$ cat src/rtl/multiplier_seq.sv
`default_nettype none
// ============================================================================
// Module      : multiplier_seq
// Description : Sequential shift-and-add integer multiplier. Computes a
//               WIDTH x WIDTH product with a full 2*WIDTH-bit result in a
//               fixed WIDTH+1 cycles after start is accepted, using one
//               adder and no hardware multiplier. Uses the same start/done
//               handshake as the sequential divider.
// Ports       : clk   - rising-edge clock
//               rst   - asynchronous active-low reset
//               start - operation request, sampled only while idle
//               a     - multiplicand, captured on the accepting edge
//               b     - multiplier, captured on the accepting edge
//               busy  - high while an operation is in progress
//               done  - one-cycle completion pulse
//               y     - product, held until the next completion or reset
// Options     : MULTIPLIER_SEQ_SIGNED_EN - when defined, a and b are two's
//               complement and y is the signed product.
// Revision    : 1.0 - initial release
// ============================================================================
module multiplier_seq #(
    parameter int WIDTH = 16
) (
    input  logic                 clk,
    input  logic                 rst,
    input  logic                 start,
    input  logic [WIDTH-1:0]     a,
    input  logic [WIDTH-1:0]     b,
    output logic                 busy,
    output logic                 done,
    output logic [2*WIDTH-1:0]   y
);

    localparam int CW = $clog2(WIDTH + 1);

    typedef enum logic [1:0] {
        S_IDLE   = 2'd0,
        S_RUN    = 2'd1,
        S_FINISH = 2'd2
    } state_t;

    state_t               r_state,  w_state_nxt;
    logic [WIDTH-1:0]     r_mcand,  w_mcand_nxt;
    logic [2*WIDTH-1:0]   r_acc,    w_acc_nxt;
    logic [2*WIDTH-1:0]   r_y,      w_y_nxt;
    logic [CW-1:0]        r_count,  w_count_nxt;
    logic                 r_busy,   w_busy_nxt;
    logic                 r_done,   w_done_nxt;

    logic [WIDTH:0]       w_sum;
    logic [WIDTH-1:0]     w_a_mag;
    logic [WIDTH-1:0]     w_b_mag;
    logic [2*WIDTH-1:0]   w_result;

`ifdef MULTIPLIER_SEQ_SIGNED_EN
    logic                 r_neg, w_neg_nxt;

    // Magnitudes; -2^(W-1) negates to itself, which read as unsigned is the
    // correct magnitude 2^(W-1).
    assign w_a_mag  = a[WIDTH-1] ? (~a + WIDTH'(1)) : a;
    assign w_b_mag  = b[WIDTH-1] ? (~b + WIDTH'(1)) : b;
    assign w_result = r_neg ? (~r_acc + (2*WIDTH)'(1)) : r_acc;
`else
    assign w_a_mag  = a;
    assign w_b_mag  = b;
    assign w_result = r_acc;
`endif

    // Partial sum keeps the carry so the right shift below loses nothing.
    assign w_sum = {1'b0, r_acc[2*WIDTH-1:WIDTH]}
                 + {1'b0, (r_acc[0] ? r_mcand : {WIDTH{1'b0}})};

    // ------------------------------------------------------------------
    // Next-state and datapath update
    // ------------------------------------------------------------------
    always_comb begin
        w_state_nxt = r_state;
        w_mcand_nxt = r_mcand;
        w_acc_nxt   = r_acc;
        w_y_nxt     = r_y;
        w_count_nxt = r_count;
        w_busy_nxt  = r_busy;
        w_done_nxt  = 1'b0;
`ifdef MULTIPLIER_SEQ_SIGNED_EN
        w_neg_nxt   = r_neg;
`endif
        case (r_state)
            S_IDLE: begin
                if (start) begin
                    w_mcand_nxt = w_a_mag;
                    w_acc_nxt   = {{WIDTH{1'b0}}, w_b_mag};
                    w_count_nxt = CW'(WIDTH);
                    w_busy_nxt  = 1'b1;
                    w_state_nxt = S_RUN;
`ifdef MULTIPLIER_SEQ_SIGNED_EN
                    w_neg_nxt   = a[WIDTH-1] ^ b[WIDTH-1];
`endif
                end
            end
            S_RUN: begin
                // Partial sum enters at the top while the consumed
                // multiplier bit falls off the bottom.
                w_acc_nxt   = {w_sum, r_acc[WIDTH-1:1]};
                w_count_nxt = r_count - CW'(1);
                if (r_count == CW'(1)) begin
                    w_state_nxt = S_FINISH;
                end
            end
            S_FINISH: begin
                w_y_nxt     = w_result;
                w_done_nxt  = 1'b1;
                w_busy_nxt  = 1'b0;
                w_state_nxt = S_IDLE;
            end
            default: begin
                w_busy_nxt  = 1'b0;
                w_state_nxt = S_IDLE;
            end
        endcase
    end

    // ------------------------------------------------------------------
    // State registers
    // ------------------------------------------------------------------
    always_ff @(posedge clk or negedge rst) begin
        if (!rst) begin
            r_state <= S_IDLE;
            r_mcand <= '0;
            r_acc   <= '0;
            r_y     <= '0;
            r_count <= '0;
            r_busy  <= 1'b0;
            r_done  <= 1'b0;
`ifdef MULTIPLIER_SEQ_SIGNED_EN
            r_neg   <= 1'b0;
`endif
        end else begin
            r_state <= w_state_nxt;
            r_mcand <= w_mcand_nxt;
            r_acc   <= w_acc_nxt;
            r_y     <= w_y_nxt;
            r_count <= w_count_nxt;
            r_busy  <= w_busy_nxt;
            r_done  <= w_done_nxt;
`ifdef MULTIPLIER_SEQ_SIGNED_EN
            r_neg   <= w_neg_nxt;
`endif
        end
    end

    assign busy = r_busy;
    assign done = r_done;
    assign y    = r_y;

endmodule
`default_nettype wire

$ cat config.mk
export PLATFORM = sky130hd
export DESIGN_NAME = multiplier_seq
export DESIGN_NICKNAME = d
export VERILOG_FILES = /design/src/rtl/multiplier_seq.sv
export SDC_FILE = /design/constraint.sdc
export NUM_CORES = 1
export LEC_CHECK = 0
export ABC_AREA = 1
export ABC_CLOCK_PERIOD_IN_PS = 2200
export CORE_MARGIN = 2
export CORE_UTILIZATION = 30
export CTS_BUF_LIST = sky130_fd_sc_hd__clkbuf_8
export DETAILED_ROUTE_END_ITERATION = 8
export MAX_ROUTING_LAYER = met4
export PLACE_DENSITY = 0.62
export SYNTH_ARGS = -nofsm -noshare
export SYNTH_HDL_FRONTEND = slang
export SYNTH_SLANG_ARGS = --single-unit
$ cat constraint.sdc
create_clock -name clk -period 2.2 [get_ports clk]
set_input_delay 0.66 -clock clk [delete_from_list [all_inputs] [get_ports clk]]
set_output_delay 0.66 -clock clk [all_outputs]
set_load 0.1 [all_outputs]
==> results.txt <==
----------------------------------------------------
[STA]
  Hold Worst Slack ... 0.199 ns
  Unrepaired setup endpoints after global routing ... no
  Number of pins exceeding their max-slew limit in the final report ... 0
  Worst-case clock skew ... 0.0160 ns
  Shortest period the worst path allows ... 1.94 ns
  Final count of negative-setup-slack endpoints ... 0
  Final hold vios ... 0
  Accumulated negative setup slack ... 0 ns
  Tightest slew margin relative to the limit ... 0.697
  Fmax ... 0.516 GHz
  Final clock period utilization by the worst path ... 0.881
  Slew of the pin with the lowest slew margin ... ~0.45 ns

[Run status]
  Outcome ... completed

[Logic synthesis]
  EDFF count, synth ... 0
  Part of the Yosys area used for sequential elements ... 0.495
  Fraction of registers with async set or reset after synthesis ... 1.00
  Top area cells in the synthesized netlist ... sky130_fd_sc_hd__dfrtp_1, sky130_fd_sc_hd__nand2_1, sky130_fd_sc_hd__inv_1
  Largest family of logic cells by synthesized area ... simple AND/OR/NAND/NOR gates
  Top cells by instance count after synthesis ... sky130_fd_sc_hd__nand2_1, sky130_fd_sc_hd__dfrtp_1, sky130_fd_sc_hd__inv_1
  Post-synthesis xor/xnor area fraction ... 0.00389
  Fraction of synthesized area in multiplexers ... 0.00223
  Combined area of all synthesized cells ... around 4500 µm²
  Most frequent cell after synthesis ... sky130_fd_sc_hd__nand2_1
  Cells after Synth ... 572
  Adder and majority cell fraction of the synthesized area ... 0.0545
  Distinct cell type count after synthesis ... 34
  Count of yosys warnings during synthesis ... 0
  Share of synthesized cell area in and, or, nand and nor gates ... 0.249
  Compound-cell area share of the yosys netlist ... 0.101
  Total nets after synthesis ... about 630
  Top-area cell type share of the netlist area ... 0.495
  Most common flop cell mapped by yosys ... sky130_fd_sc_hd__dfrtp_1
  Total of flip-flops plus latches after synthesis ... between 80 and 90
  Syn Area/Cell ... between 7 and 8 µm²
  Area leader, netlist ... sky130_fd_sc_hd__dfrtp_1

[Routing]
  Total vias in the final route ... 3734
  Drt via density ... 4.49
  # DRC ... 0
  Highest layer used for signal routing ... met4
  DRC marker count from the first detailed-route iteration ... around 180
  Routed length on met2 ... 4950 µm
  Routed wire length ... approximately 11000 µm
  Average detailed-routed wire length per instance ... 12.7 µm
  Met1 routed wirelength after detailed routing ... approximately 5100 µm
  Total met3 wirelength after detailed routing ... 272 µm
  Pre-Repair DR Iteration Count ... 4
  Count of nets left with antenna violations after detail routing ... 0

[Hold path]
  Class of the tightest hold or removal check ... in2async

[Power and ir drop]
  Switching Power ... approximately 4600 µW
  Static Leakage ... 0.00309 µW
  Clk network pwr share ... 0.126
  Switching share of total power ... 0.501
  Combinational fraction of design power ... 0.566
  Internal power ... 4610 µW
  Sequential cell fraction of total power ... 0.308
  Post-layout total power ... 9240 µW
  Maximum vdd ir drop ... 0.000424 V
  PD cells ... 1600 nW/µm²

[Global route]
  Antenna violations before repair ... 0
  Overall Global Routing Usage ... 0.146
  Wire length of the first global-routing pass ... 18400 µm
  Total overflow reported by the global router ... 0
  Vias in the first global route ... approximately 3800
  Pin count of the biggest net entering global routing ... 58

[Finish]
  Synth-to-layout area growth ... 28.2%
  Share of layout cells above drive strength 1 ... 0.116
  Antenna diode count ... 0
  Storage element area ... about 2200 µm²
  Fillers ... 1483
  Area of combinational cells with multiple inputs ... 1840 µm²
  Post-layout net count ... 698

[Worst setup path]
  Setup Crit Path Kind ... reg2reg
  Origin of the critical flop-to-flop path ... r_acc[0]
  Crit-path max FO ... 4
  Worst Setup Start Kind ... flip-flop
  R2r setup slk ... 0.26 ns
  CP Data Arrival Time ... 2.21 ns
  Critical Path End Type ... flip-flop
  Worst reg2reg path depth ... 13
  WP data required ... between 2 and 2.5 ns
  Start point of the critical path ... r_acc[0]
  FF-to-FF End ... r_acc[27]

[Clock tree]
  Buffer depth of the longest clock path ... 2
  Post CTS Setup Buffer Count ... 0
  Root Driver ... sky130_fd_sc_hd__clkbuf_8
  Clock buffer count from CTS ... 9
  Clock slew at reported path FFs ... 0.10 ns
  Worst skew pair latency ... 0.37 ns
  CTS Sinks ... 89
  Htree depth ... 3
  CTS tree ... yes

[Die]
  Site row count ... between 40 and 50
  IO Count ... 69
  Die X-Extent ... 126 µm
  Area of the die ... ~16000 µm²
  Initial cell density of the core ... 0.308
  Core region area ... about 15000 µm²
  Chip Height ... 126 µm

[Placed design]
  Dpl hpwl ... about 8000 µm
  Gp weighted congestion ... 0.883
  Count of port buffers added during placement ... 68

[Job]
  Max-capacitance violation count ... 0

----------------------------------------------------
-- repair_timing --
item,CTS,global route
resized for setup,0,1
hold buffers,0,0
endpoints found under the setup margin,0,1
-- worst max-delay path, stage by stage (launching register included) --
cell and delay (ns):
sky130_fd_sc_hd__dfrtp_1 0.40, sky130_fd_sc_hd__nand2_1 0.06, sky130_fd_sc_hd__inv_1 0.06, sky130_fd_sc_hd__ha_1 0.16
sky130_fd_sc_hd__inv_1 0.06, sky130_fd_sc_hd__fa_1 0.40, sky130_fd_sc_hd__inv_1 0.10, sky130_fd_sc_hd__nand3_1 0.08
sky130_fd_sc_hd__nand3_1 0.14, sky130_fd_sc_hd__nand3_1 0.11, sky130_fd_sc_hd__nand3_1 0.10, sky130_fd_sc_hd__nand2_1 0.06
sky130_fd_sc_hd__nand3_1 0.06, sky130_fd_sc_hd__nand2_1 0.05
-- cells in the final DEF (no fill, tap or decap), drive strengths merged, types with 15 or more instances in the layout --
master	n
clkdlybuf4s50	33
nand2	226
dfrtp	89
buf	46
inv	88
nor2	18
a22oi	15
o21ai	49
nand3	20
ha	18
-- power by group through the flow --
stage	clock, µW	sequential (µW)	combinational (µW)
3_5_place_dp	0	2890	5250
5_1_grt	1270	2940	5760
6_report	1160	2850	5230
4_1_cts	1200	2850	5270
2_1_floorplan	0	4210	2310
3_3_place_gp	0	2850	5140
-- how the worst max path moves through the flow --
stage / end / slack (ns)
final: r_acc[27] / 0.26
after detailed placement: r_acc[15] / 0.24
after global routing: r_acc[23] / 0.009
after floorplan: r_acc[27] / 0.12
after global placement: r_acc[0] / 0.22
after CTS: r_acc[27] / 0.24
-- metal layers --
layer	up-vias	GRT usage
met3	16	0.0169
met5	-	-
met1	1733	0.192
li1	1927	-
met4	0	0.0621
met2	58	0.228
-- through the flow --
step / util / setup WS [ns] / instance area (µm²) / instances
floorplan: - / 0.118 / 4500 / 572
finish: 0.395 / 0.261 / 5760 / 832
global placement: 0.381 / 0.219 / 5560 / 817
detailed placement: 0.381 / 0.241 / 5560 / 817
global route: 0.395 / 0.00869 / 5760 / 832
CTS: 0.395 / 0.245 / 5760 / 832
-- kinds of logic after synthesis --
group	Yosys count
DFF	89
buffers and inverters	105
AOI/OAI and AO/OA	81
xor gates and xnor gates	2
adders and majority gates	19
and+or+nand+nor	275
muxes	1
-- sequential cells by signal, summed over array words and instances (netlist names) --
| register | count |
|---|---|
| done | 1 |
| y | 32 |
| r_acc | 32 |
| r_mcand | 16 |
| r_state | 2 |
| busy | 1 |
| r_count | 5 |
-- final cells by class --
type                       count  share of cell area
sequential                    89               0.386
inverter                      87              0.0575
tap                          184              0.0399
clock inverter                 5              0.0111
clock buffer                  10              0.0239
timing repair buffer          79               0.161
multi-input combinational    378               0.320
Note: power is estimated with default switching activity, not from simulation.
